**src/rtl/pstore_sat_acc.sv**
```systemverilog
// pstore_sat_acc: multi-channel saturating weight accumulator.
// Each pass loads a per-channel bias, then sums COUNT signed weight beats
// into OUT_W-bit accumulators with clamp-on-overflow and a sticky flag.
module pstore_sat_acc #(
  parameter int NODES = 4,
  parameter int IN_W  = 8,
  parameter int OUT_W = 16,
  parameter int COUNT = 784
) (
  input  logic                   clk,
  input  logic                   clr_n,
  input  logic                   start,
  input  logic [NODES*OUT_W-1:0] bias_in,
  input  logic                   in_valid,
  input  logic [NODES*IN_W-1:0]  weights_in,
  output logic                   in_ready,
  output logic [NODES*OUT_W-1:0] sum_out,
  output logic [NODES-1:0]       sat_flag,
  output logic                   out_valid,
  input  logic                   out_ready,
  output logic                   busy
);

  localparam int CNT_W = $clog2(COUNT + 1);
  localparam logic [CNT_W-1:0] LAST_IDX = CNT_W'(COUNT - 1);

  typedef enum logic [1:0] {
    IDLE  = 2'd0,
    ACCUM = 2'd1,
    DONE  = 2'd2
  } state_t;

  state_t           state_reg, state_next;
  logic [CNT_W-1:0] cnt_reg;
  logic             load;  // start of a pass: bias reload, flag/count clear
  logic             beat;  // weight beat accepted this cycle

  // State register; reset drops any pass in flight.
  always_ff @(posedge clk or negedge clr_n) begin
    if (!clr_n) state_reg <= IDLE;
    else        state_reg <= state_next;
  end

  // Next-state and handshake decode.
  always_comb begin
    state_next = state_reg;
    in_ready   = 1'b0;
    out_valid  = 1'b0;
    load       = 1'b0;
    beat       = 1'b0;
    case (state_reg)
      IDLE: begin
        if (start) begin
          load       = 1'b1;
          state_next = ACCUM;
        end
      end
      ACCUM: begin
        in_ready = 1'b1;
        if (in_valid) begin
          beat = 1'b1;
          if (cnt_reg == LAST_IDX) state_next = DONE;
        end
      end
      DONE: begin
        out_valid = 1'b1;
        if (out_ready) begin
          if (start) begin
            // Result handed off and next pass begins in the same cycle.
            load       = 1'b1;
            state_next = ACCUM;
          end else begin
            state_next = IDLE;
          end
        end
      end
      default: state_next = IDLE;
    endcase
  end

  assign busy = (state_reg != IDLE);

  // Beat counter: cleared at pass start, advanced per accepted beat.
  always_ff @(posedge clk or negedge clr_n) begin
    if (!clr_n)    cnt_reg <= '0;
    else if (load) cnt_reg <= '0;
    else if (beat) cnt_reg <= cnt_reg + 1'b1;
  end

  genvar gi;
  generate
    for (gi = 0; gi < NODES; gi++) begin : g_ch
      logic [OUT_W-1:0] acc_reg;
      logic             sat_reg;
      logic [IN_W-1:0]  w;
      logic [OUT_W:0]   sum_wide;
      logic [OUT_W-1:0] sum_next;
      logic             ovf;

      assign w = weights_in[gi*IN_W +: IN_W];
      // One guard bit above OUT_W makes overflow visible as a mismatch of
      // the top two bits.
      assign sum_wide = {acc_reg[OUT_W-1], acc_reg}
                      + {{(OUT_W + 1 - IN_W){w[IN_W-1]}}, w};

      // Clamp to the representable range when the guard bit disagrees.
      always_comb begin
        sum_next = sum_wide[OUT_W-1:0];
        ovf      = 1'b0;
        if (sum_wide[OUT_W] != sum_wide[OUT_W-1]) begin
          ovf = 1'b1;
          if (sum_wide[OUT_W]) sum_next = {1'b1, {(OUT_W-1){1'b0}}};
          else                 sum_next = {1'b0, {(OUT_W-1){1'b1}}};
        end
      end

      // Accumulator and sticky saturation flag for this channel.
      always_ff @(posedge clk or negedge clr_n) begin
        if (!clr_n) begin
          acc_reg <= '0;
          sat_reg <= 1'b0;
        end else if (load) begin
          acc_reg <= bias_in[gi*OUT_W +: OUT_W];
          sat_reg <= 1'b0;
        end else if (beat) begin
          acc_reg <= sum_next;
          if (ovf) sat_reg <= 1'b1;
        end
      end

      assign sum_out[gi*OUT_W +: OUT_W] = acc_reg;
      assign sat_flag[gi]               = sat_reg;
    end
  endgenerate

endmodule
```
**config.mk**
```make
export PLATFORM = sky130hd
export DESIGN_NAME = pstore_sat_acc
export DESIGN_NICKNAME = d
export VERILOG_FILES = /design/src/rtl/pstore_sat_acc.sv
export SDC_FILE = /design/constraint.sdc
export NUM_CORES = 1
export LEC_CHECK = 0
export ABC_CLOCK_PERIOD_IN_PS = 4600
export CORE_ASPECT_RATIO = 1.5
export CORE_UTILIZATION = 40
export CTS_CLUSTER_SIZE = 16
export DETAILED_ROUTE_END_ITERATION = 10
export MAX_ROUTING_LAYER = met4
export PLACE_DENSITY = 0.78
export SLEW_MARGIN = 20
export SYNTH_ARGS = -nofsm -noshare
export SYNTH_HDL_FRONTEND = slang
export SYNTH_SLANG_ARGS = --single-unit
```
**constraint.sdc**
```tcl
create_clock -name clk -period 4.6 [get_ports clk]
set_clock_uncertainty 0.15 [all_clocks]
set_input_delay 0.46 -clock clk [delete_from_list [all_inputs] [get_ports clk]]
set_output_delay 0.46 -clock clk [all_outputs]
set_load 0.1 [all_outputs]
```
# After elaboration in Yosys (flattened, before gate mapping)
# Cells that the tools add are included.
# classes
n_reduce_logical,12
n_eq_ne,11
muxes,47
n_addsub,5
# op_table
cell,n
16-bit 2-to-1 mux,16
16-bit by 8-bit adder with 17-bit output,4
1-bit 2-to-1 mux,23
10-bit 2-to-1 mux,2
2-bit nonzero test,6
"10-bit by 1-bit adder with 10-bit output, second input constant",1
"10-bit equality test, second input constant",1
2-bit 2-to-1 mux,4
"2-bit inequality test, second input constant",4
2-bit AND reduction,4
2-bit one-hot mux with 3 select lines,1
1-bit inequality test,4
4-bit AND reduction,1
"2-bit by 1-bit equality test with 1-bit output, second input constant",1
"2-bit equality test, second input constant",1
2-bit zero test,1
1-bit one-hot mux with 2 select lines,1
# totals
inputBits,101
out_inout_bits,71
register_bits,80
elab_cells,85

# Depth between registers and ports, before layout
# logic_depth
ltp_word,6
mapped_depth,12
ltp_nobuf,11

# Worst setup path before layout
# OpenSTA, ideal clock, no wires.
# synth_timing
kind,reg-to-reg
from,reg g_ch[1].acc_reg[0]
to,reg g_ch[1].acc_reg[10]
setup_slack_ns,1.134
stages_incl_launch_ff,13
path_buffers,1
required_time_ns,4.368
arrival_time_ns,3.234
period_less_slack_ns,3.466
setup_ns,0.082
cell_sequence,dfrtp_1 > ha_1 > inv_1 > fa_1 > nor2b_1 > o31ai_1 > a21oi_1 > a211oi_1 > o41a_1 > nand2_1 > buf_2 > a21oi_1 > a31oi_1
# synth_via
elab_chain_len,5
elab_cells_between_ends,6
cone_classes,1 x add/sub; 1 x eq/ne; 4 x mux
# synth_rtl
item,line,source
from (decl),93,logic [OUT_W-1:0] acc_reg;
from (signal assigned),123,acc_reg <= bias_in[gi*OUT_W +: OUT_W];
from (signal assigned),126,acc_reg <= sum_next;
16-bit by 8-bit adder with 17-bit output (*),104,"+ {{(OUT_W + 1 - IN_W){w[IN_W-1]}}, w};"
16-bit 2-to-1 mux / 1-bit inequality test (equally long branches),"112, 110",
16-bit 2-to-1 mux (*),110,if (sum_wide[OUT_W] != sum_wide[OUT_W-1]) begin
16-bit 2-to-1 mux (*),125,end else if (beat) begin
16-bit 2-to-1 mux (*),122,end else if (load) begin
# Mark *: on every way between the ends. The rest lies on a longest branch, timed or not. The select of a mux whose other input is x is not followed.
# A chain may end at the register's enable or synchronous reset.

# Worst setup path after layout
# layout_timing
from,in weights_in[8]
to,reg g_ch[1].acc_reg[8]
# layout_via
elab_chain_len,5
elab_cells_between_ends,6
cone_classes,1 x add/sub; 1 x eq/ne; 4 x mux
# layout_rtl
item,line,source
from (decl),15,"input logic [NODES*IN_W-1:0] weights_in,"
16-bit by 8-bit adder with 17-bit output (*),104,
16-bit 2-to-1 mux / 1-bit inequality test (equally long branches),"112, 110",
16-bit 2-to-1 mux (*),110,
16-bit 2-to-1 mux (*),125,
16-bit 2-to-1 mux (*),122,
# Marks and branches as above.

==> out/qor.txt <==
status - finished clean
Mapped Cells - 786
FP Rows - 57
Final nets - 1112
clock buffer depth - 2
post-cts gate resize count - 0
Chip Height - 160 um
fin crit share - 0.774
share of layout cells above drive strength 1 - 0.0476
DR DRC count - 0
Slew Viols, Final - 0
yosys warns - 0
worst slew pin tran - 1.03 ns
clk_lat worst skew - 0.34 ns
CP peak stage delay - 0.46 ns
sequential area share after synthesis - 0.300
CP max-delay cell - clkdlybuf4s50_1
Mapped Area - 6680 um^2
Avg Cell Area, Syn - 8.50 um^2
port buffer count - 171
critical path buffer and inverter count - 2
Ant. Diodes - 0
CP Max Fanout - 15
CP Capture Type - flip-flop
Sum Neg Setup Slack - 0 ns
Synth cell types - 69
clock slew at reported path FFs - 0.07 ns
post-route ant nets - 0
critical path, cell by cell - clkdlybuf4s50_1, ha_1, inv_1, fa_1, nor2b_1, o31ai_1, a21oi_1, a211oi_1, o41a_1, nand2_1, o21ai_0, o21ai_0
GRT Util Overall - 0.240
register area - 2000 um^2
total routed wirelength - 19600 um
Synth-to-Final Area Change - 32.2%
via count - 6638
vias per cell - 5.76
FF-to-FF path depth - 11
H-tree Lvls - 3
clock sink count - 80
die width - 108 um
Wirelength per Cell - 17.0 um
Top delay family on crit path - compound AO/OA/AOI/OAI gates
die area - 17200 um^2
Period minus WS final - 3.56 ns
CTS tree - done
Multi-input gate area - 4420 um^2
Synth area leaders - dfrtp_1 (30%), ha_1 (12%), a21oi_1 (6.1%)
CORE AREA - 16300 um^2
Clock Tree Root - clkbuf_16
worst path required time - 4.70 ns
HP Class - in -> async
Initial DRC Count - 300
startpoint types - primary input
worst reg-to-reg setup slack - 1.24 ns
main flop type after synthesis - dfrtp_1
Seq cells post-synth - 80
Hold-fix buffers, CTS - 0
Syn Nets - 956
Worst slew margin - 0.310
data arrival time of the worst path - 3.66 ns
FF-to-FF End - g_ch[1].acc_reg[8]$_DFFE_PN0P_
FFs w/ async S/R, synth - 1.00
initial core utilization - 0.411
Pre-Repair DR Iteration Count - 5
largest net degree at the start of global routing - 81
EDFF count, synth - 0
Fillers - 1511
critical path depth in cells - 12
share of the synthesized area in the top cell type - 0.300
RSZ-0062 raised after global routing - no
post-CTS setup buffer count - 0
first-pass GRT wire length - 32000 um
Max-Cap Viols - 0
max reg flops - 64
FMAX - 281 MHz
TritonCTS Buffers - 9
vias in the first global route - 6572
critical path class - in -> reg
Congestion Overflow GR - 0
Final Hold Vio Count - 0
cell repeated most along the worst path - o21ai_0
# IOs - 172
DPL Wire Length - 14600 um
RD Place Congestion - 0.942
Synth area leader - dfrtp_1
Final Setup Violations - 0
initial antenna violation count - 0
reg-to-reg startpoint - g_ch[1].acc_reg[0]$_DFFE_PN0P_
layer usage:
metal | track usage | routed length, um | up-vias
met5 | - | 0 | -
met4 | 0.0940 | 564 | 0
met3 | 0.0245 | 785 | 42
met2 | 0.433 | 10600 | 176
met1 | 0.265 | 7580 | 3188
li1 | - | - | 3232
layout by cell type, fill, tap and decap left out, types with 3 or more instances in the layout:
cell type | Yosys | layout
nand2b_1 | 14 | 14
o21ai_0 | 33 | 33
a32oi_1 | 9 | 9
and3_1 | 11 | 11
o21ai_1 | 9 | 9
nor3_1 | 12 | 12
a31oi_1 | 15 | 15
fa_1 | 4 | 4
ha_1 | 65 | 65
buf_4 | 6 | 9
a21o_1 | 17 | 17
a221o_1 | 3 | 3
a21oi_1 | 82 | 82
and2_1 | 7 | 7
nor2b_1 | 7 | 7
clkbuf_16 | 0 | 9
o21a_1 | 9 | 9
or2_2 | 4 | 4
a211oi_1 | 13 | 13
nand3_1 | 17 | 17
o211ai_1 | 8 | 8
xnor2_1 | 34 | 34
or3_1 | 3 | 3
a211o_1 | 4 | 4
a21boi_0 | 5 | 5
o31ai_1 | 5 | 5
xor2_1 | 22 | 22
inv_1 | 22 | 22
dfrtp_1 | 80 | 80
nor2_1 | 54 | 54
clkdlybuf4s50_1 | 0 | 170
o22ai_1 | 35 | 35
o2111ai_1 | 3 | 3
a31o_2 | 3 | 3
nand3b_1 | 3 | 3
a311oi_1 | 4 | 4
a22oi_1 | 7 | 7
nand4_1 | 5 | 5
nand2_1 | 88 | 88
a22o_1 | 3 | 3
worst max-delay path by stage:
stage | start | to
after floorplan | g_ch[1].acc_reg[0]$_DFFE_PN0P_ | g_ch[1].acc_reg[10]$_DFFE_PN0P_
after global routing | weights_in[8] | g_ch[1].acc_reg[8]$_DFFE_PN0P_
after CTS | weights_in[8] | g_ch[1].acc_reg[8]$_DFFE_PN0P_
after global placement | weights_in[8] | g_ch[1].acc_reg[2]$_DFFE_PN0P_
final | weights_in[8] | g_ch[1].acc_reg[8]$_DFFE_PN0P_
after detailed placement | weights_in[8] | g_ch[1].acc_reg[2]$_DFFE_PN0P_
worst register-to-register path, delay by kind of cell (launching register included):
| kind | cells | cell delay, ns |
|---|---|---|
| simple gates | 2 | 0.62 |
| flops | 1 | 0.38 |
| buf+inv | 1 | 0.06 |
| fa+ha+maj | 2 | 0.61 |
| compound gates | 6 | 1.46 |
cell families (layout without fill, tap and decap cells):
| logic type | Yosys count | in the layout | synth area share |
|---|---|---|---|
| compound gates | 282 | 282 | 0.277 |
| xor+xnor | 56 | 56 | 0.0734 |
| mux | 2 | 2 | 0.00337 |
| fa+ha+maj | 69 | 69 | 0.134 |
| flops | 80 | 80 | 0.300 |
| buf+inv | 57 | 217 | 0.0384 |
| simple gates | 240 | 240 | 0.175 |
Yosys cell counts, drive strengths merged, types with 5 or more instances:
master and instances:
o21a 9, a21oi 83, a211oi 13, clkbuf 22
buf 13, o21ai 43, dfrtp 80, nor3 14
nor2b 7, and3 11, a22oi 7, a21boi 5
nor2 54, o22ai 35, and2 7, a32oi 9
o211ai 8, xnor2 34, xor2 22, a31oi 17
nand4 5, ha 65, a21o 17, nand2 88
nand3 17, nand2b 14, o31ai 5, or2 6
inv 22
stage by stage:
| step | setup WS, ns | cell area [um^2] | util | hold WS, ns | cells |
|---|---|---|---|---|---|
| 5_1_grt | 0.739 | 8830 | 0.543 | 0.0943 | 1152 |
| 3_5_place_dp | 0.676 | 8540 | 0.525 | 0.336 | 1137 |
| 6_report | 1.04 | 8830 | 0.543 | 0.0324 | 1152 |
| 2_1_floorplan | 1.13 | 6680 | - | 0.0144 | 786 |
| 4_1_cts | 1.05 | 8830 | 0.543 | 0.217 | 1152 |
| 3_3_place_gp | 0.791 | 8540 | 0.525 | 0.327 | 1137 |
final cells by class:
type                       instances  area share
multi-input combinational        649       0.501
sequential                        80       0.227
timing repair buffer             180       0.202
tap                              206      0.0292
clock buffer                      10      0.0259
inverter                          22     0.00935
clock inverter                     5     0.00638
Power is left out: the tool's default activity adds up to more than one toggle a clock period on the data nets, which glitch-free logic cannot reach.
